$ cat config.mk
export PLATFORM = sky130hd
export DESIGN_NAME = mdu_hilo
export DESIGN_NICKNAME = d
export VERILOG_FILES = /design/src/rtl/mdu_hilo_pkg.sv /design/src/rtl/mdu_hilo_div_iter.sv /design/src/rtl/mdu_hilo.sv
export SDC_FILE = /design/constraint.sdc
export NUM_CORES = 2
export LEC_CHECK = 0
export ABC_CLOCK_PERIOD_IN_PS = 12500
export CORE_MARGIN = 2
export CORE_UTILIZATION = 65
export CTS_CLUSTER_DIAMETER = 50
export DETAILED_ROUTE_END_ITERATION = 6
export HOLD_SLACK_MARGIN = 0.03
export PLACE_DENSITY = 0.83
export SLEW_MARGIN = 20
export SYNTH_ARGS = -nofsm -noshare
export SYNTH_HDL_FRONTEND = slang
export SYNTH_HIERARCHICAL = 1
export SYNTH_SLANG_ARGS = --single-unit
export TNS_END_PERCENT = 10
$ cat constraint.sdc
create_clock -name clk -period 12.5 [get_ports clk]
set_input_delay 3.125 -clock clk [delete_from_list [all_inputs] [get_ports clk]]
set_output_delay 3.125 -clock clk [all_outputs]
set_load 0.05 [all_outputs]
$ cat src/rtl/mdu_hilo_pkg.sv
// Shared definitions for the HI/LO multiply/divide unit: md_op encodings,
// FSM state encoding, latency constants and operation-class helpers.
// Optional feature macro: MDU_MADD_EN (adds MADD/MSUB to the multiply class).
package mdu_hilo_pkg;

    // md_op encodings as presented by ID/EX
    localparam logic [2:0] OP_MULT  = 3'b000;
    localparam logic [2:0] OP_MULTU = 3'b001;
    localparam logic [2:0] OP_DIV   = 3'b010;
    localparam logic [2:0] OP_DIVU  = 3'b011;
    localparam logic [2:0] OP_MTHI  = 3'b100;
    localparam logic [2:0] OP_MTLO  = 3'b101;
    localparam logic [2:0] OP_MADD  = 3'b110;
    localparam logic [2:0] OP_MSUB  = 3'b111;

    // FSM states of the unit
    typedef enum logic [1:0] {
        S_IDLE = 2'd0,
        S_MUL  = 2'd1,
        S_DIV  = 2'd2,
        S_FIX  = 2'd3
    } state_e;

    // Latencies: divide is 32 restoring iterations plus one sign-fixup cycle
    localparam int MUL_CYCLES_DEF = 4;
    localparam int DIV_CYCLES_DEF = 33;

    // LO value written on any divide by zero
    localparam logic [31:0] DIV0_LO = 32'hFFFF_FFFF;

    // Operations that occupy the multiplier path
    function automatic logic is_mul_op(input logic [2:0] op);
`ifdef MDU_MADD_EN
        return (op == OP_MULT) || (op == OP_MULTU) ||
               (op == OP_MADD) || (op == OP_MSUB);
`else
        return (op == OP_MULT) || (op == OP_MULTU);
`endif
    endfunction

    // Operations that occupy the iterative divider
    function automatic logic is_div_op(input logic [2:0] op);
        return (op == OP_DIV) || (op == OP_DIVU);
    endfunction

endpackage

$ cat src/rtl/mdu_hilo_div_iter.sv
// Restoring unsigned divider core, one quotient bit per cycle.
// load starts a new division; the core then iterates ITERS times on its own.
// done is high during the final iteration cycle, so quotient/remainder are
// final right after the edge on which done was seen high.
module mdu_div_iter #(
    parameter int ITERS = 32
) (
    input  logic        clk,
    input  logic        reset,
    input  logic        load,
    input  logic [31:0] dividend,
    input  logic [31:0] divisor,
    output logic [31:0] quotient,
    output logic [31:0] remainder,
    output logic        done
);

    localparam int CW = $clog2(ITERS + 1);

    logic [CW-1:0] count;
    logic [31:0]   dvs;
    logic [32:0]   shifted;
    logic [32:0]   diff;

    // Partial remainder shifted left with the next dividend bit, then trial subtract
    assign shifted = {remainder, quotient[31]};
    assign diff    = shifted - {1'b0, dvs};
    assign done    = (count == CW'(1));

    // Iteration registers: quotient shifts in from the dividend, remainder restores on borrow
    always_ff @(posedge clk) begin
        if (reset) begin
            count     <= '0;
            quotient  <= '0;
            remainder <= '0;
            dvs       <= '0;
        end else if (load) begin
            count     <= CW'(ITERS);
            quotient  <= dividend;
            remainder <= '0;
            dvs       <= divisor;
        end else if (count != '0) begin
            if (!diff[32]) begin
                remainder <= diff[31:0];
                quotient  <= {quotient[30:0], 1'b1};
            end else begin
                remainder <= shifted[31:0];
                quotient  <= {quotient[30:0], 1'b0};
            end
            count <= count - CW'(1);
        end
    end

endmodule

$ cat src/rtl/mdu_hilo.sv
// Multi-cycle multiply/divide unit with architectural HI/LO registers.
// Handshake: an op is taken when start=1, flush=0 and the unit is idle;
// while busy=1 any start is ignored and stall stays high so the pipeline
// re-presents the op; HI/LO change only on the edge where busy drops (or
// on the accept edge of MTHI/MTLO), and never on an edge with flush high.
// Optional feature macro: MDU_MADD_EN enables MADD/MSUB accumulation.
module mdu_hilo
    import mdu_hilo_pkg::*;
#(
    parameter int MUL_CYCLES = MUL_CYCLES_DEF,
    parameter int DIV_CYCLES = DIV_CYCLES_DEF
) (
    input  logic        clk,
    input  logic        reset,
    input  logic        start,
    input  logic [2:0]  md_op,
    input  logic [31:0] A,
    input  logic [31:0] B,
    input  logic        flush,
    output logic        busy,
    output logic        stall,
    output logic [31:0] hi,
    output logic [31:0] lo
);

    localparam int CNT_W = (MUL_CYCLES > 1) ? $clog2(MUL_CYCLES) : 1;

    state_e         state;
    logic [2:0]     op_q;
    logic [31:0]    a_q;
    logic [31:0]    b_q;
    logic [CNT_W-1:0] cnt;

    logic           accept;
    logic           div_load;
    logic [31:0]    div_a_mag;
    logic [31:0]    div_b_mag;
    logic [31:0]    div_quo;
    logic [31:0]    div_rem;
    logic           div_done;

    logic           mul_signed;
    logic [63:0]    a_ext;
    logic [63:0]    b_ext;
    logic [63:0]    prod;
    logic [63:0]    mul_res;

    logic           neg_q;
    logic           neg_r;
    logic [63:0]    div_res;

    // Stall covers the in-flight op and a long op arriving this cycle
    assign stall  = busy | (start & (is_mul_op(md_op) | is_div_op(md_op)) & ~flush);
    assign accept = start & ~flush & (state == S_IDLE);

    // Divider works on magnitudes; signs are restored in FIX
    assign div_load  = accept & is_div_op(md_op);
    assign div_a_mag = ((md_op == OP_DIV) && A[31]) ? (~A + 32'd1) : A;
    assign div_b_mag = ((md_op == OP_DIV) && B[31]) ? (~B + 32'd1) : B;

    mdu_div_iter #(
        .ITERS(DIV_CYCLES - 1)
    ) u_div (
        .clk      (clk),
        .reset    (reset),
        .load     (div_load),
        .dividend (div_a_mag),
        .divisor  (div_b_mag),
        .quotient (div_quo),
        .remainder(div_rem),
        .done     (div_done)
    );

    // Low 64 bits of the product of extended operands give the signed or unsigned result
    assign mul_signed = (op_q != OP_MULTU);
    assign a_ext      = mul_signed ? {{32{a_q[31]}}, a_q} : {32'd0, a_q};
    assign b_ext      = mul_signed ? {{32{b_q[31]}}, b_q} : {32'd0, b_q};
    assign prod       = a_ext * b_ext;

    // Final multiply value, optionally accumulated into the current HI/LO
    always_comb begin
        mul_res = prod;
`ifdef MDU_MADD_EN
        if (op_q == OP_MADD) begin
            mul_res = {hi, lo} + prod;
        end else if (op_q == OP_MSUB) begin
            mul_res = {hi, lo} - prod;
        end
`endif
    end

    // Sign fixup: quotient truncates toward zero, remainder follows the dividend
    assign neg_q = (op_q == OP_DIV) & (a_q[31] ^ b_q[31]);
    assign neg_r = (op_q == OP_DIV) & a_q[31];

    // Divide result as {HI, LO}; zero divisor returns the dividend and all-ones
    always_comb begin
        div_res = {(neg_r ? (~div_rem + 32'd1) : div_rem),
                   (neg_q ? (~div_quo + 32'd1) : div_quo)};
        if (b_q == 32'd0) begin
            div_res = {a_q, DIV0_LO};
        end
    end

    // Control FSM with HI/LO write-back; flush and reset abandon without writing
    always_ff @(posedge clk) begin
        if (reset) begin
            state <= S_IDLE;
            busy  <= 1'b0;
            cnt   <= '0;
            op_q  <= OP_MULT;
            a_q   <= '0;
            b_q   <= '0;
            hi    <= '0;
            lo    <= '0;
        end else if (flush) begin
            state <= S_IDLE;
            busy  <= 1'b0;
            cnt   <= '0;
        end else begin
            case (state)
                S_IDLE: begin
                    if (start) begin
                        if (md_op == OP_MTHI) begin
                            hi <= A;
                        end else if (md_op == OP_MTLO) begin
                            lo <= A;
                        end else if (is_mul_op(md_op)) begin
                            op_q  <= md_op;
                            a_q   <= A;
                            b_q   <= B;
                            cnt   <= CNT_W'(MUL_CYCLES - 1);
                            busy  <= 1'b1;
                            state <= S_MUL;
                        end else if (is_div_op(md_op)) begin
                            op_q  <= md_op;
                            a_q   <= A;
                            b_q   <= B;
                            busy  <= 1'b1;
                            state <= S_DIV;
                        end
                    end
                end
                S_MUL: begin
                    if (cnt == '0) begin
                        {hi, lo} <= mul_res;
                        busy     <= 1'b0;
                        state    <= S_IDLE;
                    end else begin
                        cnt <= cnt - CNT_W'(1);
                    end
                end
                S_DIV: begin
                    if (div_done) begin
                        state <= S_FIX;
                    end
                end
                S_FIX: begin
                    {hi, lo} <= div_res;
                    busy     <= 1'b0;
                    state    <= S_IDLE;
                end
                default: begin
                    state <= S_IDLE;
                    busy  <= 1'b0;
                end
            endcase
        end
    end

endmodule
After elaboration in Yosys (flattened, before gate mapping)
Cells that the tools add are included.

Register bits after elaboration: 238. Input port bits: 71. Output and inout port bits: 66.

Add/subtract/negate cells: 7. Multipliers: 1. Equality and inequality tests: 21. Muxes and demuxes: 49. Bitwise gates (word level): 17. Reduce and logical (&&, ||, !) cells: 21.

Operators with widths (count): two-way mux 32 bit (18); two-way mux 64 bit (3); case mux 32 bit (3 select lines) (2); adder 32 x 1 -> 32 bit (second input constant) (4); inverter 32 bit (4); multiplier 64 x 64 -> 64 bit (1); subtractor 33 x 32 -> 33 bit (1); logical NOT 32 bit (1); AND reduction 6 bit (5); two-way mux 2 bit (12); != test 2 bit (second input constant) (7); two-way mux 6 bit (2); equality test 3 x 2 -> 1 bit (second input constant) (3); case mux 2 bit (4 select lines) (1); AND 1 bit (7); two-way mux 1 bit (7); equality test 3 bit (second input constant) (2); equality test 6 x 1 -> 1 bit (second input constant) (1); two-way mux 3 bit (2); nonzero test 2 bit (3); nonzero test 6 bit (1); subtractor 6 x 1 -> 6 bit (second input constant) (1); AND reduction 5 bit (1); equality test 2 bit (second input constant) (2); 17 further kinds (25).

Longest topological paths before layout
Depth after elaboration: 8. Gate-level depth with buffers: 38.

Modules after synthesis
Netlist, hierarchy kept.

By module, submodules not included: mdu_hilo (times used 1, cells each 6404, area each 56531.7 µm², seq. area each 2722.6 µm²); mdu_div_iter (times used 1, cells each 806, area each 6104.6 µm², seq. area each 2042.0 µm²).

Worst setup path before layout
Ideal clock, no wire load.

Path type: register to register. From: register op_q[1]. To: register hi[27]. Library setup time: 80 ps. Arrival: 9245 ps. Data required time: 12420 ps. Path slack: 3176 ps. Cell stages (with the launch flop): 33. Buffers on the path: 2. Period minus slack after synthesis: 9324 ps. Path through: dfxtp_1 nor2_1 nand2_1 and2_1 clkbuf_1 clkbuf_1 nand2_1 fa_1 inv_1 fa_1 fa_1 inv_1 fa_1 inv_1 fa_1 fa_1 fa_1 fa_1 fa_1 inv_1 fa_1 inv_1 ha_1 a21oi_1 o21bai_1 a21oi_1 o31ai_1 a31oi_1 a21boi_4 o221ai_2 and4_4 or4_4 a211oi_2.

Word-level cells in the longest chain between the ends: 5. Elaborated cells between the ends (all ways): 10. Those cells by class: 1 x mul; 2 x eq/ne; 6 x mux; 1 x bitwise.

Ends and longest elaborated chain: start: declaration (line mdu_hilo.sv:29) `logic [2:0] op_q;`; start signal: assignment (line mdu_hilo.sv:129) `op_q <= md_op;`; start signal: assignment (line mdu_hilo.sv:136) `op_q <= md_op;`; != test 3 x 1 -> 1 bit / equality test 3 x 2 -> 1 bit (equally long branches) (line mdu_hilo.sv:75, mdu_hilo.sv:94); two-way mux 64 bit (tied with other cells) (line mdu_hilo.sv:76) `assign a_ext = mul_signed ? {{32{a_q[31]}}, a_q} : {32'd0, a_q};`; multiplier 64 x 64 -> 64 bit / two-way mux 32 bit (equally long branches) (line mdu_hilo.sv:78, mdu_hilo.sv:98); two-way mux 32 bit / two-way mux 64 bit (equally long branches) (line mdu_hilo.sv:145, mdu_hilo.sv:100); case mux 32 bit (3 select lines) * (line mdu_hilo.sv:121) `case (state)`; end signal: assignment (line mdu_hilo.sv:146) `{hi, lo} <= mul_res;`; end signal: assignment (line mdu_hilo.sv:159) `{hi, lo} <= div_res;`; end: declaration (line mdu_hilo.sv:22) `output logic [31:0] hi,`.

Mark *: on every way between the ends. The rest lies on a longest branch, timed or not. The select of a mux whose other input is x is not followed. A chain may end at the register's enable or synchronous reset.

Worst setup path in the final report
From: register b_q[7]. To: register hi[22].

Word-level cells in the longest chain between the ends: 4. Elaborated cells between the ends (all ways): 6. Those cells by class: 1 x mul; 4 x mux; 1 x reduce/logical.

Ends and longest elaborated chain: start: declaration (line mdu_hilo.sv:31) `logic [31:0] b_q;`; start signal: assignment (line mdu_hilo.sv:113) `b_q <= '0;`; start signal: assignment (line mdu_hilo.sv:131) `b_q <= B;`; start signal: assignment (line mdu_hilo.sv:138) `b_q <= B;`; two-way mux 64 bit (line mdu_hilo.sv:77) `assign b_ext = mul_signed ? {{32{b_q[31]}}, b_q} : {32'd0, b_q};`; multiplier 64 x 64 -> 64 bit (line mdu_hilo.sv:78) `assign prod = a_ext * b_ext;`; two-way mux 32 bit (line mdu_hilo.sv:145) `if (cnt == '0) begin`; case mux 32 bit (3 select lines) * (line mdu_hilo.sv:121).

Marked as above.

==> results.ini <==
[status]
status = complete, but fails checks
violations = DRC

[pwr]
p_per_area_nw_per_um2 = 58.5
ir_worst_vdd_v = 0.000321
netSwitchingFraction_pct = 46.7
intPower_mw = 2.05
p_seq_share_pct = 25.0
p_leak_nw = 32.3
switching_power_mw = 1.80
combPwrFrac_pct = 51.3
clock_power_share_pct = 23.7

[cts]
root_buffer = clkbuf_16
clk_pin_slew_worst_paths_ns = 0.06
postCtsSetupBuffers = 0
ctsResizeCount = 0
clock-sinks = 238
insertion_delay_ns = 0.61
cts_buffer_depth = 3
h-tree-depth = 1
cts_tree = yes
cts_hold_buf = 0
numCtsBuffers = 31

[die]
die_y_um = 314
start_util_pct = 65.7
row_count = 113
die_x_um = 314
pin_count = 137
core_area_sq_um = 95300
die_area_sq_um = 98900

[synthesis]
synthAdderAreaFrac_pct = 52.4
yosysSeqAreaShare_pct = 7.61
synthArstFlopShare_pct = 0
synth_top_area_share_pct = 45.4
synth-main-ff-cell = dfxtp_1
postSynthNetCount = 9049
syn_inst = 7210
synth_top_family_by_area = adder cells
synth_top_area_cell = fa_1
synth.area.mux_share_pct = 0.865
synth_edf_count = 0
ys_ff_latch = 238
ys_types = 92
synthXorXnorAreaFrac_pct = 3.40
yosys.area_share.simple_pct = 15.2
syn_avg_cell_area_sq_um = 8.69
synth-compound-area-share_pct = 8.45
synth_area_sq_um = 62600
ys_warn_count = 6
synth_top_cells_by_area = fa_1 (45%), inv_1 (9.5%), dfxtp_1 (7.6%), ha_1 (7.0%), nand2_1 (6.3%)

[critical_path]
cp_num_buf_inv = 6
critical_path_class = flip-flop to flip-flop
crit_path_max_incr_delay_ns = 0.80
cpMostUsedCell = fa_1
cp_top_family = adder cells
cp_max_fo = 28
endpoint_kind = flip-flop
critical_path_arrival_ns = 11.13
slowest_stage = dfxtp_1
worst_setup_path_start_kind = flip-flop
worstPathRequired_ns = 13.02

[global_routing]
grt_pass1_vias = 54000
gr-total-overflow = 0
grt_usage_pct = 40.6
grt_max_degree = 115
grt_pass1_wl_um = 305000
antenna_found_initial = 11

[final_layout]
layout-drive-gt1-share_pct = 2.93
fillCellCount = 7481
layout_commonest_cell = inv_1
final_area_sq_um = 65700
final_util_pct = 69.0
final_cell_mix = inv_1 (1584), fa_1 (1420), nand2_1 (1057)
fin_nets = 8888
area_growth_pct = 4.97

[detailed_routing]
drtPass1Iterations = 7
via_count = 50600
drtIter0Drc = 5280
routed_wl_um = 195000
viasPerCell = 6.06
drcViolationCount = 1
wire_per_inst_um = 23.3
antenna_left = 0

[timing]
period_needed_ns = 10.62
max_freq_ghz = 0.0942
finClkSkew_ns = 0.0457
fin_crit_sh_pct = 84.9
final_max_slew_viol_count = 0
max_slew.worst_pin.slew_ns = 1.10
setup_tns_ns = 0
layout_setup_ws_ns = 1.88
finalSetupViolations = 0
report.final.hold_viol_count = 0
rsz0062_at_grt = false
slew-limit-headroom_pct = 25.8

[placement]
pre_cts_ws_ns = 2.13
dpl.hpwl_um = 153000
place_area_sq_um = 64700
place.gp.congestion = 1.02
portBuffers = 136

[flow_run]
cap_violations = 0

[min_path]
min_path_type = flip-flop to flip-flop

-- kinds of logic after synthesis --
family                     Yosys count
DFF                                238
muxes                               54
AOI/OAI and AO/OA                  845
adders and majority gates         1772
buffers and inverters             2010
and+or+nand+nor                   2048
xor gates and xnor gates           243
-- layer usage --
layer  share of wire (%)  vias up  global-route usage (%)  wire length, um
met2                  46     2937                    64.9            90400
met3                  10      799                    8.44            20300
met5               0.012        -                       0               23
li1                    -    21400                       -                -
met1                  35    25400                    50.7            68700
met4                 7.8        4                    25.8            15100
-- Yosys cell counts (10+ instances only) --
master / number
nand2_1: 1059
a21oi_1: 325
o21ai_0: 165
o211ai_1: 42
ha_1: 348
a311oi_1: 11
o21bai_1: 18
a21o_1: 43
or2_2: 10
and3_1: 38
o31ai_1: 29
nand4_1: 20
a211oi_1: 32
o21a_1: 13
inv_1: 1585
a31oi_1: 34
nand3_1: 56
fa_1: 1420
buf_1: 26
or3_1: 21
xor2_1: 72
or4_1: 15
nand2b_1: 26
and2_1: 417
a221oi_1: 11
o221ai_1: 15
clkbuf_1: 384
nor2_1: 248
nor2b_1: 18
nor4_1: 34
nor3_1: 54
xnor2_1: 171
o41ai_1: 21
mux2i_1: 53
dfxtp_1: 238
-- stage by stage --
step	power, mW	hold slack, ns	std cells
floorplan	2.32	0.445	7210
global placement	2.83	0.439	8281
detailed placement	2.87	0.444	8281
CTS	3.78	0.454	8337
global route	4.05	0.478	8337
finish	3.85	0.447	8341
-- worst reg2reg max path, delay by kind of cell, from the launching register on --
kind,cells,cell delay (ns)
flops,1,0.80
compound gates,5,1.86
fa+ha+maj,11,5.44
buf+inv,6,0.76
simple gates,6,1.68
-- power by group through the flow --
stage | combinational (mW) | sequential [mW] | clock, mW
global placement | 1.86 | 0.966 | 0
global route | 2.14 | 0.969 | 0.943
detailed placement | 1.90 | 0.970 | 0
CTS | 1.91 | 0.953 | 0.911
finish | 1.97 | 0.962 | 0.912
floorplan | 1.39 | 0.936 | 0
-- layout make-up --
| class | instances | area (sq um) | area share, % |
|---|---|---|---|
| Antenna cell | 4 | 10.0 | 0.0152 |
| Clock buffer | 40 | 850 | 1.29 |
| Clock inverter | 16 | 175 | 0.266 |
| Inverter | 1585 | 5950 | 9.05 |
| Multi-Input combinational cell | 4962 | 50300 | 76.6 |
| Sequential cell | 238 | 4770 | 7.26 |
| Tap cell | 1265 | 1580 | 2.41 |
| Timing Repair Buffer | 231 | 2080 | 3.16 |
-- state kept, by name, summed over array words and instances, names as in the netlist --
signal	cells
b_q	32
u_div/count	6
u_div/remainder	32
state	2
u_div/quotient	32
hi	32
cnt	2
a_q	32
busy	1
u_div/dvs	32
lo	32
op_q	3
-- worst paths after layout --
path                             from             endpoint  slack (ns)  cells past startpoint
setup / recovery  b_q[7]$_SDFFE_PP0P_  hi[22]$_SDFFE_PP0P_        1.88                     28
hold reg to reg   lo[23]$_SDFFE_PP0P_  lo[23]$_SDFFE_PP0P_        0.45                      2
setup reg to reg  b_q[7]$_SDFFE_PP0P_  hi[22]$_SDFFE_PP0P_        1.88                     28
hold / removal    lo[23]$_SDFFE_PP0P_  lo[23]$_SDFFE_PP0P_        0.45                      2
No activity file was read; power rests on OpenSTA's default activity.
